## config.mk

```make
export PLATFORM = sky130hd
export DESIGN_NAME = ifetch_flat
export DESIGN_NICKNAME = d
export VERILOG_FILES = /design/src/rtl/ifetch_if.sv /design/src/rtl/ifetch.sv /design/src/flat_wrapper.sv
export SDC_FILE = /design/constraint.sdc
export NUM_CORES = 1
export LEC_CHECK = 0
export CAP_MARGIN = 15
export CORE_MARGIN = 4
export CORE_UTILIZATION = 50
export CTS_BUF_LIST = sky130_fd_sc_hd__clkbuf_8
export DETAILED_ROUTE_END_ITERATION = 10
export HOLD_SLACK_MARGIN = 0.03
export PLACE_DENSITY = 0.83
export SLEW_MARGIN = 30
export SYNTH_ARGS = -nofsm -noshare
export SYNTH_HDL_FRONTEND = slang
export SYNTH_SLANG_ARGS = --single-unit
```

## constraint.sdc

```tcl
create_clock -name clk -period 2.88 [get_ports clk]
set_clock_uncertainty 0.1 [all_clocks]
set_input_delay 0.864 -clock clk [delete_from_list [all_inputs] [get_ports clk]]
set_output_delay 0.864 -clock clk [all_outputs]
set_load 0.01 [all_outputs]
```

## src/rtl/ifetch_if.sv

```systemverilog
// Fetch-stage bundle: imem address/data, execute redirect, decode handshake and perf taps.
// master is the fetch stage itself; slave is the surrounding memory/decode/execute side.
interface ifetch_if #(
  parameter int DWIDTH = 32,
  parameter int AWIDTH = 4
);
  logic [AWIDTH-1:0] imem_addr;
  logic [DWIDTH-1:0] imem_dout;
  logic              redirect_valid;
  logic [31:0]       redirect_pc;
  logic              out_valid;
  logic              out_ready;
  logic [31:0]       out_pc;
  logic [DWIDTH-1:0] out_instr;
  logic [31:0]       perf_fetched;
  logic [31:0]       perf_stalls;

  modport master (
    output imem_addr, out_valid, out_pc, out_instr, perf_fetched, perf_stalls,
    input  imem_dout, redirect_valid, redirect_pc, out_ready
  );

  modport slave (
    input  imem_addr, out_valid, out_pc, out_instr, perf_fetched, perf_stalls,
    output imem_dout, redirect_valid, redirect_pc, out_ready
  );
endinterface

```

## src/rtl/ifetch.sv

```systemverilog
// Instruction fetch: owns fetch PC, captures async imem data into a 2-entry buffer for decode.
// Optional perf counters built when IFETCH_PERF_EN is defined; otherwise they read as 0.
module ifetch #(
  parameter int          DWIDTH   = 32,
  parameter int          AWIDTH   = 4,
  parameter logic [31:0] RESET_PC = 32'h0000_0000
) (
  input logic      clk,
  input logic      rst,
  ifetch_if.master bus
);

  typedef enum logic [1:0] {EMPTY = 2'd0, ONE = 2'd1, FULL = 2'd2} state_e;

  state_e            state_q, state_d;
  logic [31:0]       fetch_pc_q, fetch_pc_d;
  logic [31:0]       head_pc_q, tail_pc_q;
  logic [DWIDTH-1:0] head_instr_q, tail_instr_q;
  logic              deq, enq;
  logic              unused_pc_lsbs;

  assign unused_pc_lsbs = ^bus.redirect_pc[1:0];

  assign deq = bus.out_valid && bus.out_ready;
  // Enqueue looks at the pre-dequeue occupancy, so FULL never accepts even when draining.
  assign enq = !bus.redirect_valid && (state_q != FULL);

  always_ff @(posedge clk) begin
    if (rst) state_q <= EMPTY;
    else     state_q <= state_d;
  end

  always_comb begin
    state_d = state_q;
    if (bus.redirect_valid) begin
      state_d = EMPTY;
    end else begin
      case (state_q)
        EMPTY:   if (enq) state_d = ONE;
        ONE: begin
          if (enq && !deq)      state_d = FULL;
          else if (!enq && deq) state_d = EMPTY;
        end
        FULL:    if (deq) state_d = ONE;
        default: state_d = EMPTY;
      endcase
    end
  end

  always_comb begin
    bus.out_valid = (state_q != EMPTY);
  end

  always_comb begin
    fetch_pc_d = fetch_pc_q;
    if (bus.redirect_valid) fetch_pc_d = {bus.redirect_pc[31:2], 2'b00};
    else if (enq)           fetch_pc_d = fetch_pc_q + 32'd4;
  end

  always_ff @(posedge clk) begin
    if (rst) begin
      fetch_pc_q   <= {RESET_PC[31:2], 2'b00};
      head_pc_q    <= '0;
      head_instr_q <= '0;
      tail_pc_q    <= '0;
      tail_instr_q <= '0;
    end else begin
      fetch_pc_q <= fetch_pc_d;
      case (state_q)
        EMPTY: if (enq) begin
          head_pc_q    <= fetch_pc_q;
          head_instr_q <= bus.imem_dout;
        end
        ONE: if (enq) begin
          if (deq) begin
            head_pc_q    <= fetch_pc_q;
            head_instr_q <= bus.imem_dout;
          end else begin
            tail_pc_q    <= fetch_pc_q;
            tail_instr_q <= bus.imem_dout;
          end
        end
        FULL: if (deq) begin
          head_pc_q    <= tail_pc_q;
          head_instr_q <= tail_instr_q;
        end
        default: ;
      endcase
    end
  end

  assign bus.imem_addr = fetch_pc_q[AWIDTH+1:2];
  assign bus.out_pc    = head_pc_q;
  assign bus.out_instr = head_instr_q;

`ifdef IFETCH_PERF_EN
  logic [31:0] fetched_q, stalls_q;

  always_ff @(posedge clk) begin
    if (rst) begin
      fetched_q <= '0;
      stalls_q  <= '0;
    end else begin
      if (deq)                             fetched_q <= fetched_q + 32'd1;
      if (bus.out_valid && !bus.out_ready) stalls_q  <= stalls_q + 32'd1;
    end
  end

  assign bus.perf_fetched = fetched_q;
  assign bus.perf_stalls  = stalls_q;
`else
  assign bus.perf_fetched = '0;
  assign bus.perf_stalls  = '0;
`endif

endmodule

```

## src/flat_wrapper.sv

```systemverilog
// flat-port wrapper written by rule: the top's interface ports become plain ports
module ifetch_flat 
#(
  parameter int          DWIDTH   = 32,
  parameter int          AWIDTH   = 4,
  parameter logic [31:0] RESET_PC = 32'h0000_0000
)
  (clk, rst, bus_imem_addr, bus_out_valid, bus_out_pc, bus_out_instr, bus_perf_fetched, bus_perf_stalls, bus_imem_dout, bus_redirect_valid, bus_redirect_pc, bus_out_ready);
  ifetch_if #(.DWIDTH(DWIDTH), .AWIDTH(AWIDTH)) bus_i ();
  input logic clk;
  input logic rst;
  output wire logic [$bits(bus_i.imem_addr)-1:0] bus_imem_addr;
  output wire logic [$bits(bus_i.out_valid)-1:0] bus_out_valid;
  output wire logic [$bits(bus_i.out_pc)-1:0] bus_out_pc;
  output wire logic [$bits(bus_i.out_instr)-1:0] bus_out_instr;
  output wire logic [$bits(bus_i.perf_fetched)-1:0] bus_perf_fetched;
  output wire logic [$bits(bus_i.perf_stalls)-1:0] bus_perf_stalls;
  input wire logic [$bits(bus_i.imem_dout)-1:0] bus_imem_dout;
  input wire logic [$bits(bus_i.redirect_valid)-1:0] bus_redirect_valid;
  input wire logic [$bits(bus_i.redirect_pc)-1:0] bus_redirect_pc;
  input wire logic [$bits(bus_i.out_ready)-1:0] bus_out_ready;
  assign bus_imem_addr = bus_i.imem_addr;
  assign bus_out_valid = bus_i.out_valid;
  assign bus_out_pc = bus_i.out_pc;
  assign bus_out_instr = bus_i.out_instr;
  assign bus_perf_fetched = bus_i.perf_fetched;
  assign bus_perf_stalls = bus_i.perf_stalls;
  assign bus_i.imem_dout = bus_imem_dout;
  assign bus_i.redirect_valid = bus_redirect_valid;
  assign bus_i.redirect_pc = bus_redirect_pc;
  assign bus_i.out_ready = bus_out_ready;
  ifetch #(.DWIDTH(DWIDTH), .AWIDTH(AWIDTH), .RESET_PC(RESET_PC)) u_core (.clk(clk), .rst(rst), .bus(bus_i));
endmodule
```

==> run summary, run 1 <==
Drt drc = 0
Clock-pin slew of the registers on the worst-case setup and hold paths = 0.08 ns
H-tree level count = 4
# hold bufs at CTS = 0
Final nets = 1105
CP Data Arrival Time = 1.74 ns
Ports = 201
Largest net degree at the start of global routing = 68
Crit Path Category = flop to primary output
Clock Tree Buf Depth = 2
Sequential area share after synthesis = 43.0%
NetSw = 1.26 mW
WHS = 0.356 ns
Overall routing resource usage = 21.9%
Max-slew violations = 0
Synth cell types = 48
Number of buffers added on ports = 132
Via/cell ratio = 5.44
FF+latch count, synth = 156
Register area = 3120 um^2
Vias in the first global route = 6049
Clk root buf = clkbuf_8
Synth top area share = 43.0%
GRT overflow = 0
Design area = 8830 um^2
Synth area leader = dfxtp_1
Synthesized cell area = 7260 um^2
Antenna Cells = 0
Comb pwr share = 14.9%
YS warnings = 0
Post-DP HPWL = 12000 um
Data required, critical path = 1.92 ns
Area of the multi-input gates = 3530 um^2
Clock Sinks = 156
Ys flop type = dfxtp_1
Crit path max fanout = 8
Most frequent cells in the layout = nand2_1 (267), dfxtp_1 (156), clkdlybuf4s50_1 (131), nor2_1 (91), a311oi_1 (75)
Final ANT Viol Nets = 0
Chip width = 128 um
Routed wire length = 18200 um
Drt initial violations = 506
Area of the core = 14000 um^2
Internal = 3.42 mW
# rows = 43
Fillers = 1241
Max IR drop VDD = 0.274 mV
Static leakage = 3.19 nW
Pwr per Cell Area = 531 nW/um^2
Clock share of power = 34.3%
CTS buffer count = 17
Clock Latency Late Sink = 0.46 ns
Placed cell count = 1197
Reg power frac = 50.8%
Final period util = 93.7%
Final GP Congestion = 0.839
Wire per inst = 14.8 um
Area delta synth->final = 21.7%
Initial Util = 51.7%
Commonest non-fill, non-tap cell in the layout = nand2_1
Layout cells sized above 1 = 5.82%
Crit end category = primary output
Setup Fix Bufs, Post-CTS = 0
RSZ-0062 raised after global routing = no
Post-route minimum period = 2.70 ns
DIE AREA = 16500 um^2
Async set-or-reset flop fraction in the synthesized netlist = 0%
CTS tree = built
Final-report setup violation count = 0
Sum Neg Setup Slack = 0 ns
Placed inst area = 8440 um^2
CP startpoint kind = flop
Pin slew with the least headroom to its limit = 0.768 ns
DIE HEIGHT = 128 um
Hold Fails Final Rpt = 0
DR vias = 6685
Final Non-Filler Cells = 1229
Cells after synthesis = 949
Mean Syn Cell Area = 7.65 um^2
EDFF count, synth = 0
Global-route wire length before repair = 29500 um
Max Cap Viol = 0
F_max = 370 MHz
Worst relative slew slack = 48.3%
Initial antenna violation count = 0
Final Util = 62.9%
DRT Pass-1 Iters = 5
Worst min path class = flop to flop
Sw Ratio = 26.9%
Top cells by area, synth = dfxtp_1 (43%), nand2_1 (14%), a311oi_1 (9.1%)
Status = completed
Post-CTS resize count = 0
-- registers in the layout, summed over array words and instances (netlist names) --
signal / count
u_core.tail_pc_q: 30
u_core.state_q: 2
u_core.tail_instr_q: 32
u_core.bus.out_instr: 32
u_core.fetch_pc_q: 30
u_core.bus.out_pc: 30
-- cells in the mapped netlist, drive strengths merged (5+ instances only) --
cell type,n
buf,81
or3,6
nand3,15
nor3,7
nor2b,5
o31ai,7
dfxtp,156
nor2,91
and2,5
nor4,6
a211oi,11
a21oi,70
and3,5
nand4,11
a311oi,75
or4,9
nand2,268
inv,8
clkbuf,69
o21ai,7
-- final timing paths --
check	startpoint	to	slack, ns	cells after the start
worst min-delay path	u_core.tail_pc_q[14]$_SDFFE_PP0P_	u_core.tail_pc_q[14]$_SDFFE_PP0P_	0.36	2
worst max register to register	u_core.state_q[1]$_SDFFE_PP0P_	u_core.fetch_pc_q[11]$_SDFFE_PP0P_	0.44	6
worst max-delay path	u_core.state_q[1]$_SDFFE_PP0P_	bus_out_valid	0.18	2
worst min register to register	u_core.tail_pc_q[14]$_SDFFE_PP0P_	u_core.tail_pc_q[14]$_SDFFE_PP0P_	0.36	2
-- cell type report --
class,count,area share [%]
Sequential cell,156,35.4
Clock inverter,13,1.43
Timing Repair Buffer,153,17.4
Clock buffer,19,2.96
Inverter,8,0.340
Tap cell,180,2.55
Multi-Input combinational cell,700,39.9
-- per-layer routing --
metal,track usage (%),up-vias,wire length (um)
li1,-,3298,-
met1,28.6,3105,7860
met2,35.0,253,8610
met3,5.15,29,1360
met4,8.86,0,362
met5,0,-,0
-- logic make-up after synthesis --
kind of cell / share of synthesized area, %
simple gates: 26.2
compound gates: 17.6
buf+inv: 12.0
flops: 43.0
xor+xnor: 0.966
fa+ha+maj: 0.172
other cells: 0.0517
-- metrics by stage --
stage	worst slack, ns	power [mW]
after floorplan	0.624	2.84
after global placement	0.236	3.11
after detailed placement	0.175	3.13
after CTS	0.146	4.71
after global routing	0.0850	4.90
final	0.180	4.69
-- critical path: stages (launching register included) --
cell and delay [ns]:
dfxtp_1 0.53, or2_2 0.17, clkdlybuf4s50_1 0.57
-- power groups by stage --
stage	logic, mW	clock network [mW]	registers (mW)
4_1_cts	0.702	1.64	2.38
5_1_grt	0.765	1.74	2.40
2_1_floorplan	0.410	0	2.43
3_5_place_dp	0.699	0	2.43
6_report	0.699	1.61	2.38
3_3_place_gp	0.689	0	2.42
(Power assumes the default switching activity.)
==> run 2: changes to the inputs <==
--- a/config.mk
+++ b/config.mk
@@ -6,12 +6,11 @@
 export NUM_CORES = 1
 export LEC_CHECK = 0
 export CAP_MARGIN = 15
-export CORE_MARGIN = 4
 export CORE_UTILIZATION = 50
 export CTS_BUF_LIST = sky130_fd_sc_hd__clkbuf_8
 export DETAILED_ROUTE_END_ITERATION = 10
 export HOLD_SLACK_MARGIN = 0.03
-export PLACE_DENSITY = 0.83
+export PLACE_DENSITY_LB_ADDON = 0.1
 export SLEW_MARGIN = 30
 export SYNTH_ARGS = -nofsm -noshare
 export SYNTH_HDL_FRONTEND = slang
==> run 2 against run 1 <==
Clock power is 14% higher. Critical path depth stayed put. Routed wire length is 4.0% lower. Register-to-register slack worse by 0.02 ns. Clock-buffer cell count is 1 higher. Maximum frequency is 1.6% higher. Critical path type unchanged. Largest cell class unchanged.
==> run summary, run 2 (same netlist as run 1, synthesis figures left out) <==
Final GP Congestion = 0.788 (was 0.839)
Final nets = 1107 (was 1105)
Antenna Cells = 0 (unchanged)
Initial antenna violation count = 0 (unchanged)
Sw Ratio = 25.9% (was 26.9%)
Wire per inst = 14.2 um (was 14.8 um)
Pre-CTS setup slack = 0.200 ns (was 0.175 ns)
Static leakage = 3.22 nW (was 3.19 nW)
DRT Pass-1 Iters = 5 (unchanged)
Drt drc = 0 (unchanged)
Pwr per Cell Area = 549 nW/um^2 (was 531 nW/um^2)
# rows = 43 (unchanged)
GRT overflow = 0 (unchanged)
Fillers = 1284 (was 1241)
Setup Fix Bufs, Post-CTS = 0 (unchanged)
Placed inst area = 8470 um^2 (was 8440 um^2)
Crit end category = primary output (unchanged)
Worst relative slew slack = 48.6% (was 48.3%)
Data required, critical path = 1.92 ns (about the same)
Area delta synth->final = 22.9% (was 21.7%)
Internal = 3.63 mW (was 3.42 mW)
Drt initial violations = 598 (was 506)
Sum Neg Setup Slack = 0 ns (unchanged)
Worst min path class = flop to flop (unchanged)
Routed wire length = 17500 um (was 18200 um)
Clock Sinks = 156 (unchanged)
Commonest non-fill, non-tap cell in the layout = nand2_1 (unchanged)
Crit Path Category = flop to primary output (unchanged)
Initial Util = 51.7% (unchanged)
Clock Tree Buf Depth = 2 (unchanged)
Status = completed (unchanged)
CP Data Arrival Time = 1.69 ns (was 1.74 ns)
NetSw = 1.27 mW (was 1.26 mW)
Crit path max fanout = 8 (unchanged)
Post-route minimum period = 2.66 ns (was 2.70 ns)
Comb pwr share = 14.1% (was 14.9%)
Pin slew with the least headroom to its limit = 0.764 ns (was 0.768 ns)
Chip width = 122 um (was 128 um)
Reg power frac = 48.6% (was 50.8%)
Number of buffers added on ports = 132 (unchanged)
H-tree level count = 4 (unchanged)
DR vias = 6536 (was 6685)
CTS tree = built (unchanged)
Max-slew violations = 0 (unchanged)
Hold Fails Final Rpt = 0 (unchanged)
Via/cell ratio = 5.31 (was 5.44)
Most frequent cells in the layout = nand2_1 (267), dfxtp_1 (156), clkdlybuf4s50_1 (131), nor2_1 (91), a311oi_1 (75) (unchanged)
Vias in the first global route = 5476 (was 6049)
CTS buffer count = 17 (unchanged)
DIE AREA = 15000 um^2 (was 16500 um^2)
Final-report setup violation count = 0 (unchanged)
Post-DP HPWL = 10900 um (was 12000 um)
RSZ-0062 raised after global routing = no (unchanged)
Max Cap Viol = 0 (unchanged)
Clock-pin slew of the registers on the worst-case setup and hold paths = 0.08 ns (about the same)
CP startpoint kind = flop (unchanged)
Largest net degree at the start of global routing = 68 (unchanged)
Post-CTS resize count = 0 (unchanged)
Clk root buf = clkbuf_8 (unchanged)
Clock share of power = 37.3% (was 34.3%)
Final Util = 63.5% (was 62.9%)
Global-route wire length before repair = 27800 um (was 29500 um)
Design area = 8920 um^2 (was 8830 um^2)
Ports = 201 (unchanged)
F_max = 376 MHz (was 370 MHz)
Clock Latency Late Sink = 0.45 ns (was 0.46 ns)
Layout cells sized above 1 = 5.99% (was 5.82%)
Overall routing resource usage = 23.7% (was 21.9%)
PnR worst setup slack = 0.222 ns (was 0.180 ns)
DIE HEIGHT = 122 um (was 128 um)
Area of the core = 14000 um^2 (unchanged)
# hold bufs at CTS = 0 (unchanged)
Max IR drop VDD = 0.286 mV (was 0.274 mV)
Final ANT Viol Nets = 0 (unchanged)
Final period util = 92.3% (was 93.7%)
==> run 2: cell types whose count changed in the layout (fill, tap and decap cells not counted) <==
| cell | before | now |
|---|---|---|
| buf_12 | 5 | 6 |
| buf_4 | 17 | 18 |
| bufinv_16 | 2 | 4 |
| clkbuf_8 | 19 | 20 |
| clkinv_2 | 5 | 2 |
| clkinv_4 | 3 | 2 |
| clkinvlp_4 | 1 | 2 |
==> run 2: path summary, 6_finish.rpt <==
| kind | startpoint | depth (start not counted) | endpoint | slack, ns |
|---|---|---|---|---|
| setup reg to reg | u_core.fetch_pc_q[4]$_SDFFE_PP0P_ | 4 | u_core.fetch_pc_q[23]$_SDFFE_PP0P_ | 0.42 |
| setup / recovery | u_core.state_q[1]$_SDFFE_PP0P_ | 2 | bus_out_valid | 0.22 |
| hold reg to reg | u_core.tail_instr_q[22]$_SDFFE_PP0P_ | 2 | u_core.tail_instr_q[22]$_SDFFE_PP0P_ | 0.36 |
| hold / removal | u_core.tail_instr_q[22]$_SDFFE_PP0P_ | 2 | u_core.tail_instr_q[22]$_SDFFE_PP0P_ | 0.36 |
==> run 2: worst max-delay path, stage by stage, from the launching register on <==
cell	delay, ns
dfxtp_1	0.51
or2_2	0.18
clkdlybuf4s50_1	0.56
==> run 2: per-stage QoR <==
stage                     instances  total power, mW  hold WS, ns
after floorplan                1014             2.84        0.337
final                          1231             4.90        0.356
after global placement         1199             3.12        0.342
after CTS                      1231             4.93        0.358
after global routing           1231             5.10        0.370
after detailed placement       1199             3.12        0.347
==> run 2: routing by layer <==
layer | wire [um] | vias up | GRT usage, %
met3 | 865 | 12 | 4.65
li1 | - | 3311 | -
met4 | 216 | 0 | 8.46
met1 | 8430 | 3021 | 32.7
met2 | 7960 | 192 | 36.8
met5 | 0 | - | 0
==> run 2: cell type report <==
cell class | count | area, um^2 | area share [%]
Multi-Input combinational cell | 700 | 3530 | 39.5
Inverter | 8 | 30.0 | 0.337
Tap cell | 180 | 225 | 2.53
Clock inverter | 12 | 170 | 1.91
Sequential cell | 156 | 3120 | 35.0
Clock buffer | 20 | 275 | 3.09
Timing Repair Buffer | 155 | 1570 | 17.6
==> run 2: power groups by stage <==
stage / logic, mW / registers [mW] / clock network, mW
2_1_floorplan: 0.410 / 2.43 / 0
3_3_place_gp: 0.689 / 2.43 / 0
3_5_place_dp: 0.693 / 2.43 / 0
4_1_cts: 0.696 / 2.38 / 1.85
5_1_grt: 0.764 / 2.40 / 1.94
6_report: 0.693 / 2.38 / 1.83
